`src/rtl/score_pkg.sv`:
```
// ============================================================================
//  Module      : score_pkg
//  Description : Shared types and constants for the score_keeper block.
//  Revision    : 1.0 - initial release
// ============================================================================
`default_nettype none

package score_pkg;

    typedef enum logic [1:0] {
        IDLE = 2'd0,
        PLAY = 2'd1,
        OVER = 2'd2
    } state_t;

    localparam int POINT_W = 10;
    localparam int COMBO_W = 4;

    localparam logic [COMBO_W-1:0] COMBO_T1 = 4'd4;
    localparam logic [COMBO_W-1:0] COMBO_T2 = 4'd8;

    // Bonus on top of the base single point, taken from the pre-hit combo.
    function automatic logic [1:0] combo_bonus(input logic [COMBO_W-1:0] i_combo);
        logic [1:0] v;
        v = 2'd0;
        if (i_combo >= COMBO_T1) v = v + 2'd1;
        if (i_combo >= COMBO_T2) v = v + 2'd1;
        return v;
    endfunction

endpackage

`default_nettype wire

```
`src/rtl/score_keeper_rise_edge.sv`:
```
// ============================================================================
//  Module      : rise_edge
//  Description : Single-flop rising-edge detector (pulse = in & ~in_q).
//  Revision    : 1.0 - initial release
// ============================================================================
`default_nettype none

module rise_edge (
    input  logic clk,
    input  logic rst,
    input  logic i_d,
    output logic o_pulse
);

    logic r_q;

    always_ff @(posedge clk) begin
        if (rst) r_q <= 1'b0;
        else     r_q <= i_d;
    end

    assign o_pulse = i_d & ~r_q;

endmodule

`default_nettype wire

```
`src/rtl/score_keeper.sv`:
```
// ============================================================================
//  Module      : score_keeper
//  Description : Game-session FSM, combo scoring, high score and digit-scan
//                select. Optional macro HIGH_SCORE_EN enables high_score.
//  Revision    : 1.0 - initial release
// ============================================================================
`default_nettype none

module score_keeper
    import score_pkg::*;
#(
    parameter int SCAN_DIV     = 18,
    parameter int MAX_POINT    = 999,
    parameter int MISS_PENALTY = 2,
    parameter int COMBO_MAX    = 15
) (
    input  logic               clk,
    input  logic               rst,
    input  logic               start,
    input  logic               stop,
    input  logic               hit,
    input  logic               miss,
    output logic [POINT_W-1:0] point,
    output logic [POINT_W-1:0] high_score,
    output logic [COMBO_W-1:0] combo,
    output logic               playing,
    output logic [1:0]         clk_quick
);

    localparam logic [POINT_W:0]    c_max_sum = (POINT_W+1)'(MAX_POINT);
    localparam logic [POINT_W-1:0]  c_max_pt  = POINT_W'(MAX_POINT);
    localparam logic [POINT_W-1:0]  c_penalty = POINT_W'(MISS_PENALTY);
    localparam logic [COMBO_W-1:0]  c_cmb_max = COMBO_W'(COMBO_MAX);
    localparam logic [SCAN_DIV-1:0] c_scan_one = SCAN_DIV'(1);

    logic w_start_ev, w_stop_ev, w_hit_ev, w_miss_ev;

    rise_edge u_edge_start (.clk(clk), .rst(rst), .i_d(start), .o_pulse(w_start_ev));
    rise_edge u_edge_stop  (.clk(clk), .rst(rst), .i_d(stop),  .o_pulse(w_stop_ev));
    rise_edge u_edge_hit   (.clk(clk), .rst(rst), .i_d(hit),   .o_pulse(w_hit_ev));
    rise_edge u_edge_miss  (.clk(clk), .rst(rst), .i_d(miss),  .o_pulse(w_miss_ev));

    state_t r_state, w_state_nxt;
    logic   w_clear, w_end, w_do_hit, w_do_miss;

    always_ff @(posedge clk) begin
        if (rst) r_state <= IDLE;
        else     r_state <= w_state_nxt;
    end

    always_comb begin
        w_state_nxt = r_state;
        case (r_state)
            IDLE:    if (w_start_ev) w_state_nxt = PLAY;
            PLAY:    if (w_stop_ev)  w_state_nxt = OVER;
            OVER:    if (w_start_ev) w_state_nxt = PLAY;
            default: w_state_nxt = IDLE;
        endcase
    end

    // stop beats scoring events, miss beats hit.
    always_comb begin
        w_clear   = 1'b0;
        w_end     = 1'b0;
        w_do_hit  = 1'b0;
        w_do_miss = 1'b0;
        case (r_state)
            IDLE, OVER: w_clear = w_start_ev;
            PLAY: begin
                w_end     = w_stop_ev;
                w_do_miss = ~w_stop_ev & w_miss_ev;
                w_do_hit  = ~w_stop_ev & ~w_miss_ev & w_hit_ev;
            end
            default: ;
        endcase
    end

    logic [POINT_W-1:0] r_point;
    logic [COMBO_W-1:0] r_combo;
    logic [1:0]         w_inc;
    logic [POINT_W:0]   w_sum;
    logic [POINT_W-1:0] w_hit_pt, w_miss_pt;
    logic [COMBO_W-1:0] w_combo_inc;

    assign w_inc       = 2'd1 + combo_bonus(r_combo);
    assign w_sum       = {1'b0, r_point} + {{(POINT_W-1){1'b0}}, w_inc};
    assign w_hit_pt    = (w_sum > c_max_sum) ? c_max_pt : w_sum[POINT_W-1:0];
    assign w_miss_pt   = (r_point >= c_penalty) ? (r_point - c_penalty) : '0;
    assign w_combo_inc = (r_combo >= c_cmb_max) ? r_combo : (r_combo + 4'd1);

    always_ff @(posedge clk) begin
        if (rst) begin
            r_point <= '0;
            r_combo <= '0;
        end else if (w_clear) begin
            r_point <= '0;
            r_combo <= '0;
        end else if (w_do_miss) begin
            r_point <= w_miss_pt;
            r_combo <= '0;
        end else if (w_do_hit) begin
            r_point <= w_hit_pt;
            r_combo <= w_combo_inc;
        end
    end

    logic r_playing;

    always_ff @(posedge clk) begin
        if (rst) r_playing <= 1'b0;
        else     r_playing <= (w_state_nxt == PLAY);
    end

`ifdef HIGH_SCORE_EN
    logic [POINT_W-1:0] r_high_score;

    always_ff @(posedge clk) begin
        if (rst)
            r_high_score <= '0;
        else if (w_end && (r_point > r_high_score))
            r_high_score <= r_point;
    end

    assign high_score = r_high_score;
`else
    assign high_score = '0;
`endif

    logic [SCAN_DIV-1:0] r_scan;

    always_ff @(posedge clk) begin
        if (rst) r_scan <= '0;
        else     r_scan <= r_scan + c_scan_one;
    end

    assign clk_quick = r_scan[SCAN_DIV-1:SCAN_DIV-2];
    assign point     = r_point;
    assign combo     = r_combo;
    assign playing   = r_playing;

endmodule

`default_nettype wire

```
`config.mk`:
```
export PLATFORM = sky130hd
export DESIGN_NAME = score_keeper
export DESIGN_NICKNAME = d
export VERILOG_FILES = /design/src/rtl/score_pkg.sv /design/src/rtl/score_keeper_rise_edge.sv /design/src/rtl/score_keeper.sv
export SDC_FILE = /design/constraint.sdc
export NUM_CORES = 1
export LEC_CHECK = 0
export ABC_CLOCK_PERIOD_IN_PS = 2500
export CORE_ASPECT_RATIO = 2
export CORE_MARGIN = 1.5
export CORE_UTILIZATION = 49
export DETAILED_ROUTE_END_ITERATION = 10
export GPL_TIMING_DRIVEN = 0
export PLACE_DENSITY = 0.74
export SLEW_MARGIN = 20
export SYNTH_ARGS = -nofsm -noshare
export SYNTH_HDL_FRONTEND = slang
export SYNTH_SLANG_ARGS = --single-unit
```
`constraint.sdc`:
```
create_clock -name clk -period 2.5 [get_ports clk]
set_input_delay 0.375 -clock clk [delete_from_list [all_inputs] [get_ports clk]]
set_output_delay 0.375 -clock clk [all_outputs]
set_load 0.05 [all_outputs]
```
== After elaboration in Yosys (flattened, before gate mapping) ==
Cells that the tools add are included.

* Flip-flop bits (word level): 39
* Input bits: 6
* Output and inout port bits: 27
* Word-level logic and storage cells: 55

* $add $sub $neg: 6
* $lt $le $gt $ge: 5
* Equality and inequality tests: 3
* Multiplexer cells: 12
* Bitwise gates (word level): 14
* Reductions and logical operators: 6

{| class="wikitable"
|+ Operators with widths
! kind !! number
|-
| $mux W10 || 4
|-
| $add A18 B1 Y18 const B || 1
|-
| $add A10 B2 Y11 || 1
|-
| $gt A11 B10 Y1 const B || 1
|-
| $ge A10 B2 Y1 const B || 1
|-
| $sub A10 B2 Y10 const B || 1
|-
| $ge A4 B4 Y1 const B || 2
|-
| $and A1 B1 Y1 || 7
|-
| $not A1 Y1 || 7
|-
| $mux W2 || 3
|-
| $add A4 B1 Y4 const B || 1
|-
| $eq A2 B1 Y1 const B || 2
|-
| $ge A4 B3 Y1 const B || 1
|-
| $mux W1 || 4
|-
| $pmux W2 S2 || 1
|-
| $reduce_or A2 Y1 || 2
|-
| $reduce_or A3 Y1 || 1
|-
| $add A1 B2 Y2 const A || 1
|-
| $add A2 B1 Y2 const B || 1
|-
| $eq A2 B2 Y1 const B || 1
|-
| $logic_not A2 Y1 || 1
|-
| $reduce_and A2 Y1 || 1
|-
| $reduce_bool A2 Y1 || 1
|}

== Longest topological paths before layout ==
* Depth in word-level cells: 10
* Depth in mapped cells: 10
* Mapped depth without buffers: 9

== Modules after synthesis ==
From an unflattened synthesis, not the netlist that was laid out.

* Cell total of the unflattened synthesis: 279
* Area total of the unflattened synthesis: 2403.6 um2

{| class="wikitable"
|+ By module, submodules not included
! module !! times used !! cells each !! area each (um2) !! seq. area each (um2)
|-
| score_keeper || 1 || 267 || 2213.4 || 700.7
|-
| rise_edge || 4 || 3 || 47.5 || 20.0
|}

== Worst setup path before layout ==
No wires, ideal clock.

* Kind: register -> register
* Start point: register r_combo[3], in the netlist combo[3]
* End point: register r_point[2], in the netlist point[2]
* Library setup time: 0.095 ns
* Data arrival time: 2.647 ns
* Data required time: 2.405 ns
* Path slack: -0.242 ns
* Cell stages (with the launch flop): 10
* Path buffers: 1
* Period minus slack after synthesis: 2.742 ns
* Cell sequence: dfxtp_1 nand2b_1 ha_1 inv_1 fa_1 clkbuf_1 nand2b_1 a2111oi_2 o211ai_1 a221oi_1

* Word-level cells in the longest chain between the ends: 10
* Elaborated cells on any way between the ends: 11
* Those cells by class: add/sub: 3; order compare: 3; mux: 5

{| class="wikitable"
|+ RTL lines
! element !! line !! text
|-
| from (decl) || score_keeper.sv:79 || <nowiki>logic [COMBO_W-1:0] r_combo;</nowiki>
|-
| from (signal assigned) || score_keeper.sv:103 || <nowiki>r_combo <= w_combo_inc;</nowiki>
|-
| $ge A4 B3 Y1 || score_pkg.sv:26 || <nowiki>if (i_combo >= COMBO_T1) v = v + 2'd1;</nowiki>
|-
| $mux W1 || score_pkg.sv:26 ||
|-
| $add A2 B1 Y2 || score_pkg.sv:27 || <nowiki>if (i_combo >= COMBO_T2) v = v + 2'd1;</nowiki>
|-
| $mux W2 (*) || score_pkg.sv:27 ||
|-
| $add A1 B2 Y2 (*) || score_keeper.sv:85 || <nowiki>assign w_inc = 2'd1 + combo_bonus(r_combo);</nowiki>
|-
| $add A10 B2 Y11 (*) || score_keeper.sv:86 || <nowiki>assign w_sum = {1'b0, r_point} + {{(POINT_W-1){1'b0}}, w_inc};</nowiki>
|-
| $gt A11 B10 Y1 || score_keeper.sv:87 || <nowiki>assign w_hit_pt = (w_sum > c_max_sum) ? c_max_pt : w_sum[POINT_W-1:0];</nowiki>
|-
| $mux W10 (*) || score_keeper.sv:87 ||
|-
| $mux W10 (*) || score_keeper.sv:101 || <nowiki>end else if (w_do_hit) begin</nowiki>
|-
| $mux W10 (*) || score_keeper.sv:98 || <nowiki>end else if (w_do_miss) begin</nowiki>
|-
| to (signal assigned) || score_keeper.sv:99 || <nowiki>r_point <= w_miss_pt;</nowiki>
|-
| to (signal assigned) || score_keeper.sv:102 || <nowiki>r_point <= w_hit_pt;</nowiki>
|-
| to (decl) || score_keeper.sv:78 || <nowiki>logic [POINT_W-1:0] r_point;</nowiki>
|}

Mark *: on every way between the ends. The rest lies on a longest branch, timed or not. The select of a mux whose other input is x is not followed.
A chain may end at the register's enable or synchronous reset.

== Final worst setup path ==
Ends and elaborated chain as after synthesis.

==> flow_summary_export.csv <==
group,metric,value,unit
status,outcome,"finished clean",
pwr,intPower,888,µW
clock_network,clockBufferDepth,2,
routing,routed_wl,5130,µm
logic_synthesis,synth_area,0.00229,mm²
layout,synthToLayoutAreaGrowth,19.9,%
layout,stdcell_count,366,
routing,final_antenna_net_count,0,
sta,setup_viol_count_final,0,
setup_path,worstSetupEndpointType,"flop",
clock_network,numCtsBuffers,5,
setup_path,crit_type,"reg2reg",
placed_design,dpl.hpwl,3920,µm
sta,period_needed,2.42,ns
pwr,cellPowerDensity,456,mW/mm²
sta,rsz0062_at_grt,"no",
pwr,p_clk_frac,0.345,
setup_path,start_kind,"flop",
sta,tightest_slew,0.854,ns
pwr,p_sw,366,µW
layout,drive_gt1_frac,0.151,
layout,layout.nets,322,
job,drv_cap,0,
clock_network,cts_tree,"yes",
pwr,seqPwrFrac,0.513,
routing,vias,2033,
setup_path,r2r_cells,8,
global_routing,grt_pass1_wl,8670,µm
sta,fin_skew,0.00889,ns
pwr,pwr-share-comb,0.143,
die,die_h,99.7,µm
layout,diodes,0,
clock_network,ctsHtreeMaxLevel,2,
die,io_pins,33,
pwr,p_leak,0.00100,µW
routing,drt_pass1_iterations,4,
sta,whs,0.453,ns
global_routing,grt_antenna_before_repair,0,
sta,fmax,413,MHz
sta,fin_crit_sh,0.968,
logic_synthesis,ys.flop_type,"dfxtp_1",
logic_synthesis,ys_warn_count,0,
placed_design,finalWeightedCongestion,0.884,
logic_synthesis,synth_cells,271,
pwr,power.total,1250,µW
clock_network,cts_num_sinks,39,
placed_design,dp_cells,356,
worst_hold_path,worstHoldStart,"rst",
routing,wl_per_cell,14.0,µm
logic_synthesis,synth_seq_area_share,0.341,
routing,viasPerCell,5.55,
die,coreArea,0.00455,mm²
setup_path,cp_max_fo,7,
placed_design,placed_cell_area,0.00261,mm²
global_routing,grt_pass1_vias,1967,
logic_synthesis,synth_async_sr_flop_share,0,
placed_design,io_buffer_count,21,
worst_hold_path,hold-path-endpoint,"u_edge_start.r_q",
setup_path,reg2reg_slack,0.08,ns
die,rows,35,
setup_path,r2r_start,"combo[3]",
clock_network,hold_buffers,0,
global_routing,grt_use_total,0.220,
die,start_util,0.503,
die,die_x,51.4,µm
sta,finalHoldViolations,0,
routing,route.detailed.drc,0,
sta,slew_headroom,0.426,
clock_network,clk_pin_slew,0.09,ns
clock_network,clockRootBuffer,"clkbuf_8",
worst_hold_path,hold_class,"in2reg",
logic_synthesis,synth_edf_count,0,
logic_synthesis,synth_seq_cells,39,
worst_hold_path,min_path_cells,2,
setup_path,rr_endpoint,"point[2]",
pwr,switching_share,0.292,
clock_network,clock_latency,0.30,ns
sta,final_max_slew_viol_count,0,
die,dieArea,0.00512,mm²
pwr,irDropWorstVdd,459,µV
logic_synthesis,avgSynthCellArea,8.46,µm²
global_routing,overflow,0,
setup_path,cp_data_arrival_time,2.62,ns
logic_synthesis,synth_cell_type_count,59,
layout,n_fill_cell,446,
routing,drt_iter0_drc,51,
global_routing,grt_max_degree,14,
setup_path,worstPathRequired,2.70,ns
layout,stdcell_area,0.00275,mm²
[layout make-up]
cell class	instances	area (µm²)	share of cell area
plain buffers	25	151	0.0551
multi-input cells	211	1410	0.511
well taps	55	68.8	0.0250
inverters	4	15.0	0.00546
flip-flops and latches	39	788	0.287
clock inverters	3	18.8	0.00683
repair buffers	24	233	0.0847
clock buffers	5	68.8	0.0250
[worst max-delay path, stage by stage (launching register included)]
cell	delay, ns
dfxtp_4	0.38
nand2b_1	0.11
ha_2	0.21
inv_1	0.07
fa_2	0.41
nand2b_1	0.22
a2111oi_4	0.45
o211ai_1	0.15
a221oi_1	0.31
[stage by stage]
step | util | TNS (ns) | setup WS, ns
after floorplan | - | 0 | 0.0664
final | 0.604 | 0 | 0.0808
after global placement | 0.574 | -0.0670 | -0.0361
after CTS | 0.595 | 0 | 0.0305
after detailed placement | 0.574 | -0.0871 | -0.0502
after global routing | 0.604 | 0 | 0.00996
[registers in the layout, summed over array words and instances, names as in the netlist]
name              flops
point                10
u_edge_stop.r_q       1
r_state               2
combo                 4
u_edge_start.r_q      1
playing               1
u_edge_hit.r_q        1
u_edge_miss.r_q       1
r_scan               18
[timing repair]
action | CTS | global route
resized for setup | 1 | 4
pin swaps | 0 | 4
buffers inserted | 0 | 3
cloned | 0 | 0
setup endpoints to repair | 5 | 7
[cells in the final DEF (no fill, tap or decap), drive strengths merged, types with 3 or more instances in the layout]
| master | synthesis | final |
|---|---|---|
| or4 | 3 | 3 |
| nand2 | 12 | 12 |
| ha | 5 | 5 |
| xnor2 | 8 | 8 |
| nand2b | 8 | 8 |
| xor2 | 14 | 14 |
| buf | 17 | 20 |
| o21ai | 8 | 8 |
| inv | 4 | 5 |
| o211ai | 6 | 6 |
| dfxtp | 39 | 39 |
| or3 | 4 | 4 |
| nand4 | 5 | 5 |
| nor2 | 35 | 35 |
| and3 | 6 | 6 |
| nor3 | 7 | 7 |
| nor4b | 3 | 3 |
| a21oi | 10 | 10 |
| conb | 1 | 10 |
| clkbuf | 9 | 13 |
| nor3b | 3 | 3 |
| clkdlybuf4s50 | 0 | 21 |
| nand3 | 15 | 15 |
| a31oi | 4 | 4 |
| nor4 | 4 | 4 |
| nor2b | 11 | 11 |
[cells in the mapped netlist, types with 3 or more instances]
| cell type | n | area share |
|---|---|---|
| dfxtp_1 | 39 | 0.34 |
| nor2_1 | 35 | 0.057 |
| nand3_1 | 15 | 0.033 |
| xor2_1 | 14 | 0.053 |
| buf_4 | 12 | 0.039 |
| nand2_1 | 12 | 0.020 |
| nor2b_1 | 11 | 0.030 |
| a21oi_1 | 9 | 0.020 |
| clkbuf_1 | 8 | 0.013 |
| nand2b_1 | 8 | 0.022 |
| o21ai_0 | 8 | 0.017 |
| xnor2_1 | 8 | 0.031 |
| and3_1 | 6 | 0.016 |
| nor3_1 | 6 | 0.013 |
| o211ai_1 | 6 | 0.020 |
| ha_1 | 5 | 0.027 |
| nand4_1 | 5 | 0.014 |
| a31oi_1 | 4 | 0.011 |
| inv_1 | 4 | 0.0065 |
| or3_1 | 4 | 0.011 |
| buf_2 | 3 | 0.0065 |
| nor3b_1 | 3 | 0.0098 |
| nor4b_1 | 3 | 0.011 |
[worst max path at each step]
stage	start	to	slack, ns	cells after the start
after floorplan	combo[3]	point[2]	0.07	9
after global placement	combo[3]	point[2]	-0.04	9
after detailed placement	combo[3]	point[2]	-0.05	9
after CTS	combo[2]	point[2]	0.03	7
after global routing	combo[2]	point[2]	0.01	7
final	combo[3]	point[2]	0.08	8
[logic make-up (layout without fill, tap and decap cells)]
family                   Yosys count  after routing  share of synthesized area
XOR/XNOR                          22             22                     0.0841
AO/OA/AOI/OAI                     49             49                      0.158
AND/OR/NAND/NOR                  122            122                      0.296
adder cells (fa/ha/maj)            6              6                     0.0360
flip-flops                        39             39                      0.341
buffers and inverters             30             61                     0.0742
multiplexers                       2              2                    0.00928
other                              1             10                    0.00164
[power groups by stage]
stage                     clock, µW  sequential, µW  combinational, µW
after floorplan                   0             669                126
after global placement            0             657                175
after detailed placement          0             658                177
after CTS                       443             643                178
after global routing            466             645                194
final                           432             643                179
[routing by layer]
layer  vias up  global-route usage  share of wire
met1       944               0.218           0.37
li1       1026                   -              -
met5         -                   0              0
met2        48               0.428           0.58
met4         0              0.0911          0.027
met3        15              0.0330          0.026
(Power assumes the default switching activity.)
